File: src/rtl/as_gpio_arb.sv
// rtl/as_gpio_arb.sv - two-requester round-robin arbiter owning the GPIO register block
//
// Purpose:
//   The core data port and the JTAG debug port share one GPIO register block.
//   Only one transaction is in flight at a time, and it moves through
//   IDLE -> ACCESS -> RESP. If both ports request in the same IDLE cycle, the
//   port that did not win last time is served. The block owns DATA_OUT, DIR and
//   the synchronised DATA_IN. After every write to DATA_OUT it pulses cs_o for
//   one cycle.
//
// Register map (2-bit address):
//   0 DATA_OUT (rw)   1 DIR (rw, 1=output)   2 DATA_IN (ro)   3 STATUS
//   STATUS: bit0 = lock, bit1 = last_winner (1 = debug), other bits read 0.
//
// Optional feature, macro AS_GPIO_DBG_LOCK_EN:
//   When this macro is defined, only the debug port can write STATUS.lock.
//   While lock is set, core writes to DATA_OUT and DIR are acknowledged but
//   dropped. When the macro is undefined, lock reads 0 and all STATUS writes
//   are dropped.
//
// Ports:
//   clk_i, rst_i               clock (rising edge), asynchronous active-low reset
//   core_req_i/we_i/addr_i/wdata_i   core command, held until core_gnt_o
//   core_gnt_o, core_rvalid_o, core_rdata_o   grant, response, read data
//   dbg_*                      same set for the debug requester
//   gpio_i                     pad input (asynchronous to clk_i)
//   gpio_o, gpio_oe_o          pad output data and output enable
//   cs_o                       one-cycle strobe, gpio_o has just been written

module as_gpio_arb #(
  parameter int nr_gpios    = 8,
  parameter int sync_stages = 2
) (
  input  logic                clk_i,
  input  logic                rst_i,
  input  logic                core_req_i,
  input  logic                core_we_i,
  input  logic [1:0]          core_addr_i,
  input  logic [nr_gpios-1:0] core_wdata_i,
  output logic                core_gnt_o,
  output logic                core_rvalid_o,
  output logic [nr_gpios-1:0] core_rdata_o,
  input  logic                dbg_req_i,
  input  logic                dbg_we_i,
  input  logic [1:0]          dbg_addr_i,
  input  logic [nr_gpios-1:0] dbg_wdata_i,
  output logic                dbg_gnt_o,
  output logic                dbg_rvalid_o,
  output logic [nr_gpios-1:0] dbg_rdata_o,
  input  logic [nr_gpios-1:0] gpio_i,
  output logic [nr_gpios-1:0] gpio_o,
  output logic [nr_gpios-1:0] gpio_oe_o,
  output logic                cs_o
);

  typedef enum logic [1:0] {
    IDLE   = 2'd0,
    ACCESS = 2'd1,
    RESP   = 2'd2
  } state_t;

  localparam logic [1:0] ADDR_DATA_OUT = 2'd0;
  localparam logic [1:0] ADDR_DIR      = 2'd1;
  localparam logic [1:0] ADDR_DATA_IN  = 2'd2;
  localparam logic [1:0] ADDR_STATUS   = 2'd3;

  state_t                state_q, state_d;
  logic                  owner_q, owner_d;        // 1 = debug owns the transaction
  logic                  we_q, we_d;
  logic [1:0]            addr_q, addr_d;
  logic [nr_gpios-1:0]   wdata_q, wdata_d;
  logic [nr_gpios-1:0]   data_out_q, data_out_d;
  logic [nr_gpios-1:0]   dir_q, dir_d;
  logic                  last_winner_q, last_winner_d;
  logic                  lock_q, lock_d;
  logic                  core_gnt_q, core_gnt_d;
  logic                  dbg_gnt_q, dbg_gnt_d;
  logic                  core_rvalid_q, core_rvalid_d;
  logic                  dbg_rvalid_q, dbg_rvalid_d;
  logic [nr_gpios-1:0]   core_rdata_q, core_rdata_d;
  logic [nr_gpios-1:0]   dbg_rdata_q, dbg_rdata_d;
  logic                  cs_q, cs_d;
  logic [nr_gpios-1:0]   sync_q [sync_stages];
  logic [nr_gpios-1:0]   sync_d [sync_stages];

  logic                  pick_dbg;
  logic                  any_req;
  logic                  wr_blocked;
  logic [nr_gpios-1:0]   status_val;
  logic [nr_gpios-1:0]   read_val;

  // In a tie, the port that is not last_winner is served. last_winner resets
  // to 1 (debug), so the core wins the first tie after reset.
  assign any_req  = core_req_i | dbg_req_i;
  assign pick_dbg = dbg_req_i & (~core_req_i | ~last_winner_q);

`ifdef AS_GPIO_DBG_LOCK_EN
  assign wr_blocked = lock_q & ~owner_q &
                      ((addr_q == ADDR_DATA_OUT) | (addr_q == ADDR_DIR));
`else
  assign wr_blocked = 1'b0;
`endif

  always_comb begin
    status_val    = '0;
    status_val[0] = lock_q;
    status_val[1] = last_winner_q;
  end

  // The read mux is sampled during ACCESS, before last_winner is updated. A
  // STATUS read therefore reports the winner of the previous transaction.
  always_comb begin
    read_val = '0;
    case (addr_q)
      ADDR_DATA_OUT: read_val = data_out_q;
      ADDR_DIR:      read_val = dir_q;
      ADDR_DATA_IN:  read_val = sync_q[sync_stages-1];
      ADDR_STATUS:   read_val = status_val;
      default:       read_val = '0;
    endcase
  end

  always_comb begin
    state_d       = state_q;
    owner_d       = owner_q;
    we_d          = we_q;
    addr_d        = addr_q;
    wdata_d       = wdata_q;
    data_out_d    = data_out_q;
    dir_d         = dir_q;
    last_winner_d = last_winner_q;
    lock_d        = lock_q;
    core_gnt_d    = 1'b0;
    dbg_gnt_d     = 1'b0;
    core_rvalid_d = 1'b0;
    dbg_rvalid_d  = 1'b0;
    core_rdata_d  = '0;
    dbg_rdata_d   = '0;
    cs_d          = 1'b0;

    sync_d[0] = gpio_i;
    for (int i = 1; i < sync_stages; i++) begin
      sync_d[i] = sync_q[i-1];
    end

    case (state_q)
      IDLE: begin
        if (any_req) begin
          // The command is latched here, so the transaction still completes
          // if the requester drops req before its grant.
          owner_d    = pick_dbg;
          we_d       = pick_dbg ? dbg_we_i    : core_we_i;
          addr_d     = pick_dbg ? dbg_addr_i  : core_addr_i;
          wdata_d    = pick_dbg ? dbg_wdata_i : core_wdata_i;
          core_gnt_d = ~pick_dbg;
          dbg_gnt_d  = pick_dbg;
          state_d    = ACCESS;
        end
      end

      ACCESS: begin
        last_winner_d = owner_q;
        core_rvalid_d = ~owner_q;
        dbg_rvalid_d  = owner_q;
        if (we_q) begin
          if (!wr_blocked) begin
            case (addr_q)
              ADDR_DATA_OUT: begin
                data_out_d = wdata_q;
                cs_d       = 1'b1;
              end
              ADDR_DIR: dir_d = wdata_q;
              ADDR_STATUS: begin
`ifdef AS_GPIO_DBG_LOCK_EN
                if (owner_q) lock_d = wdata_q[0];
`endif
              end
              default: ;  // DATA_IN is read-only
            endcase
          end
        end else if (owner_q) begin
          dbg_rdata_d = read_val;
        end else begin
          core_rdata_d = read_val;
        end
        state_d = RESP;
      end

      RESP: state_d = IDLE;

      default: state_d = IDLE;
    endcase
  end

  always_ff @(posedge clk_i or negedge rst_i) begin
    if (!rst_i) begin
      state_q       <= IDLE;
      owner_q       <= 1'b0;
      we_q          <= 1'b0;
      addr_q        <= '0;
      wdata_q       <= '0;
      data_out_q    <= '0;
      dir_q         <= '0;
      last_winner_q <= 1'b1;
      lock_q        <= 1'b0;
      core_gnt_q    <= 1'b0;
      dbg_gnt_q     <= 1'b0;
      core_rvalid_q <= 1'b0;
      dbg_rvalid_q  <= 1'b0;
      core_rdata_q  <= '0;
      dbg_rdata_q   <= '0;
      cs_q          <= 1'b0;
      for (int i = 0; i < sync_stages; i++) begin
        sync_q[i] <= '0;
      end
    end else begin
      state_q       <= state_d;
      owner_q       <= owner_d;
      we_q          <= we_d;
      addr_q        <= addr_d;
      wdata_q       <= wdata_d;
      data_out_q    <= data_out_d;
      dir_q         <= dir_d;
      last_winner_q <= last_winner_d;
      lock_q        <= lock_d;
      core_gnt_q    <= core_gnt_d;
      dbg_gnt_q     <= dbg_gnt_d;
      core_rvalid_q <= core_rvalid_d;
      dbg_rvalid_q  <= dbg_rvalid_d;
      core_rdata_q  <= core_rdata_d;
      dbg_rdata_q   <= dbg_rdata_d;
      cs_q          <= cs_d;
      for (int i = 0; i < sync_stages; i++) begin
        sync_q[i] <= sync_d[i];
      end
    end
  end

  assign core_gnt_o    = core_gnt_q;
  assign dbg_gnt_o     = dbg_gnt_q;
  assign core_rvalid_o = core_rvalid_q;
  assign dbg_rvalid_o  = dbg_rvalid_q;
  assign core_rdata_o  = core_rdata_q;
  assign dbg_rdata_o   = dbg_rdata_q;
  assign gpio_o        = data_out_q;
  assign gpio_oe_o     = dir_q;
  assign cs_o          = cs_q;

endmodule
File: config.mk
export PLATFORM = sky130hd
export DESIGN_NAME = as_gpio_arb
export DESIGN_NICKNAME = d
export VERILOG_FILES = /design/src/rtl/as_gpio_arb.sv
export SDC_FILE = /design/constraint.sdc
export NUM_CORES = 1
export LEC_CHECK = 0
export BUFFER_PORTS_ARGS = -buffer_cell sky130_fd_sc_hd__buf_4
export CAP_MARGIN = 20
export CORE_MARGIN = 1
export CORE_UTILIZATION = 30
export CTS_CLUSTER_SIZE = 28
export DETAILED_ROUTE_END_ITERATION = 16
export SKIP_CTS_REPAIR_TIMING = 1
export SLEW_MARGIN = 20
export SYNTH_ARGS = -nofsm -noshare
export SYNTH_HDL_FRONTEND = slang
export SYNTH_SLANG_ARGS = --single-unit
File: constraint.sdc
create_clock -name clk_i -period 1.6 [get_ports clk_i]
set_input_delay 0.16 -clock clk_i [delete_from_list [all_inputs] [get_ports clk_i]]
set_output_delay 0.16 -clock clk_i [all_outputs]
set_load 0.05 [all_outputs]
==> metrics <==
Setup WS pre-CTS about 0.052 ns; DRC 0; Die Span X slightly above 90 um; Bufs on Longest Clock Path 2; Worst EP arrival roughly 1.7 ns; Buffers on Ports 70; crit end category flop; Max-slew headroom 0.750; io pins 71; WS Path Type reg2reg; Hold Path Origin core_wdata_i[4]; all-layer global routing usage 0.133; Tot Pwr 6.98 mW; TritonCTS Sinks 68; register area share after synthesis 0.678; Clock Latency Late Sink ~0.34 ns; Detail Route Antenna Nets 0; Inserted Clock Buffers 9; Pre-antenna DRT Iters 4; CP startpoint kind flop; Multi-input gate area slightly below 800 sq um; share of layout cells above drive strength 1 0.536; Die Y about 93 um; die area 8740 sq um; outcome finished clean; worst hold path depth 3; syn_area_per_cell about 15 sq um; worst r2r src state_q[1]; FF+latch area between 1500 and 2000 sq um; Overflow after GRT 0; CTS Root Cell clkbuf_8; Mapped Area 2510 sq um; clock-pin transition on the worst setup and hold timing paths 0.07 ns; via count 1579; WL/cell approximately 14 um; Slew @ Worst Pin about 0.37 ns; flop2flop setup slack between 0.09 and 0.1 ns; most common cell after layout, fill and taps aside buf_4; H-tree depth 3; sw power roughly 2.8 mW; Final #Nets 294; count of different cell masters after synthesis 21; Hold Path Class in2reg; Max-Cap Viols 0; fin crit period 1.50 ns; fill count approximately 750; synthesized flop and latch total around 70; vias in the first global route roughly 1700; CP Data Required Time 1.82 ns; WHS Endpoint wdata_q[4]; Placer Congestion about 0.70; Peak VDD IR a little over 0.9 mV; Net Count, Synth about 200; R2R cell count 4; switching share of power 0.398; Int Pwr about 4.2 mW; Comb pwr share 0.431; Layout area overhead 40.4%; largest net degree at the start of global routing 43; fin crit share 0.940; Fin. Hold Viols 0; clock skew roughly 0.0084 ns; Cell Rows 32; Antenna diodes 0; clock power share 0.187; 1st-iter DRT viols 43; YS warnings 0; final setup margin between 0.09 and 0.1 ns; RSZ-0062 raised after global routing no; Max Slew Vio Count 0; first-pass GRT wire length between 8 and 9 mm; synthesized instance count around 160; most frequent cells in the layout 82 x buf_4, 67 x dfrtp_1, 38 x mux2_2; CTS tree built; Total Neg Setup Slack 0 ns; maximum fanout along the worst path 7; FMAX about 660 MHz; Initial Util 0.317; total wire length 5.28 mm; P per Cell Area between 1500 and 2000 nW/um^2; R2R Path End gpio_o[2]; antenna violations before repair 0; leakage approximately 1.7 nW; HPWL reported at the end of detailed placement just under 4 mm; number of vias per cell 4.30; final setup vio count 0; Core ar. roughly 8000 sq um; Seq pwr share 0.382
[routing by layer]
metal / vias to the layer above / track usage / share of wire
li1: 758 / - / -
met1: 763 / 0.170 / 0.45
met2: 52 / 0.207 / 0.47
met3: 6 / 0.0488 / 0.072
met4: 0 / 0.0500 / 0.012
met5: - / 0 / 0
[logic make-up after synthesis]
family	count (synthesis)	share of synthesized area
AOI/OAI and AO/OA	10	0.0324
buffers and inverters	10	0.0169
DFF	68	0.678
muxes	46	0.207
and+or+nand+nor	29	0.0648
[cells in the mapped netlist]
master,count,share of area
a21boi_1,1,0.0030
clkbuf_1,2,0.0030
nand3b_1,1,0.0030
buf_2,4,0.0080
a2bb2oi_1,7,0.024
nor2b_1,1,0.0025
mux2i_1,7,0.028
dfstp_2,1,0.010
nor4b_4,1,0.0095
or3_2,1,0.0030
inv_1,4,0.0060
o21ai_1,1,0.0020
nor2_1,19,0.028
nand4b_2,1,0.0060
and2_1,1,0.0025
nand2_1,3,0.0045
mux2_2,38,0.17
a21o_1,1,0.0030
mux4_2,1,0.0090
nand2b_4,1,0.0055
dfrtp_1,67,0.67
[sequential cells by signal (all words and copies together), names as in the netlist]
signal / cells
addr_q: 2
core_gnt_o: 1
core_rdata_o: 8
core_rvalid_o: 1
cs_o: 1
dbg_gnt_o: 1
dbg_rdata_o: 8
dbg_rvalid_o: 1
gpio_o: 8
gpio_oe_o: 8
last_winner_q: 1
owner_q: 1
state_q: 2
sync_d: 8
sync_q: 8
wdata_q: 8
we_q: 1
[power groups by stage]
stage | combinational [mW] | sequential (mW) | clock, mW
after floorplan | 1.15 | 3.53 | 0
after global placement | 2.98 | 2.71 | 0
after detailed placement | 3.03 | 2.70 | 0
after CTS | 3.03 | 2.67 | 1.36
after global routing | 3.20 | 2.74 | 1.43
final | 3.00 | 2.66 | 1.31
[worst max-delay path, stage by stage (launching register included)]
cell and delay [ns]:
dfrtp_1 0.38, nand2b_4 0.17, nor4b_4 0.28, buf_4 0.21, mux2_2 0.34
[final cells by class]
type / instances / area share
flip-flops and latches: 68 / 0.483
multi-input cells: 85 / 0.218
clock inverters: 5 / 0.0149
inverters: 4 / 0.00426
repair buffers: 92 / 0.206
well taps: 102 / 0.0362
clock buffers: 11 / 0.0373
[through the flow]
stage               instance area, sq um  hold WS (ns)   util  std cells
detailed placement                  3250         0.111  0.409        342
global placement                    3250         0.105  0.409        342
finish                              3520         0.178  0.444        367
floorplan                           2510        -0.136      -        163
CTS                                 3430        -0.256  0.433        358
global route                        3520         0.173  0.444        367
[worst max-delay path by stage]
stage,start,to,depth (start not counted)
after floorplan,last_winner_q,wdata_q[3],4
after CTS,last_winner_q,wdata_q[3],4
final,state_q[1],gpio_o[2],4
after global placement,last_winner_q,wdata_q[3],4
after detailed placement,last_winner_q,wdata_q[3],4
after global routing,state_q[1],gpio_o[6],4
No activity file was read; power rests on OpenSTA's default activity.
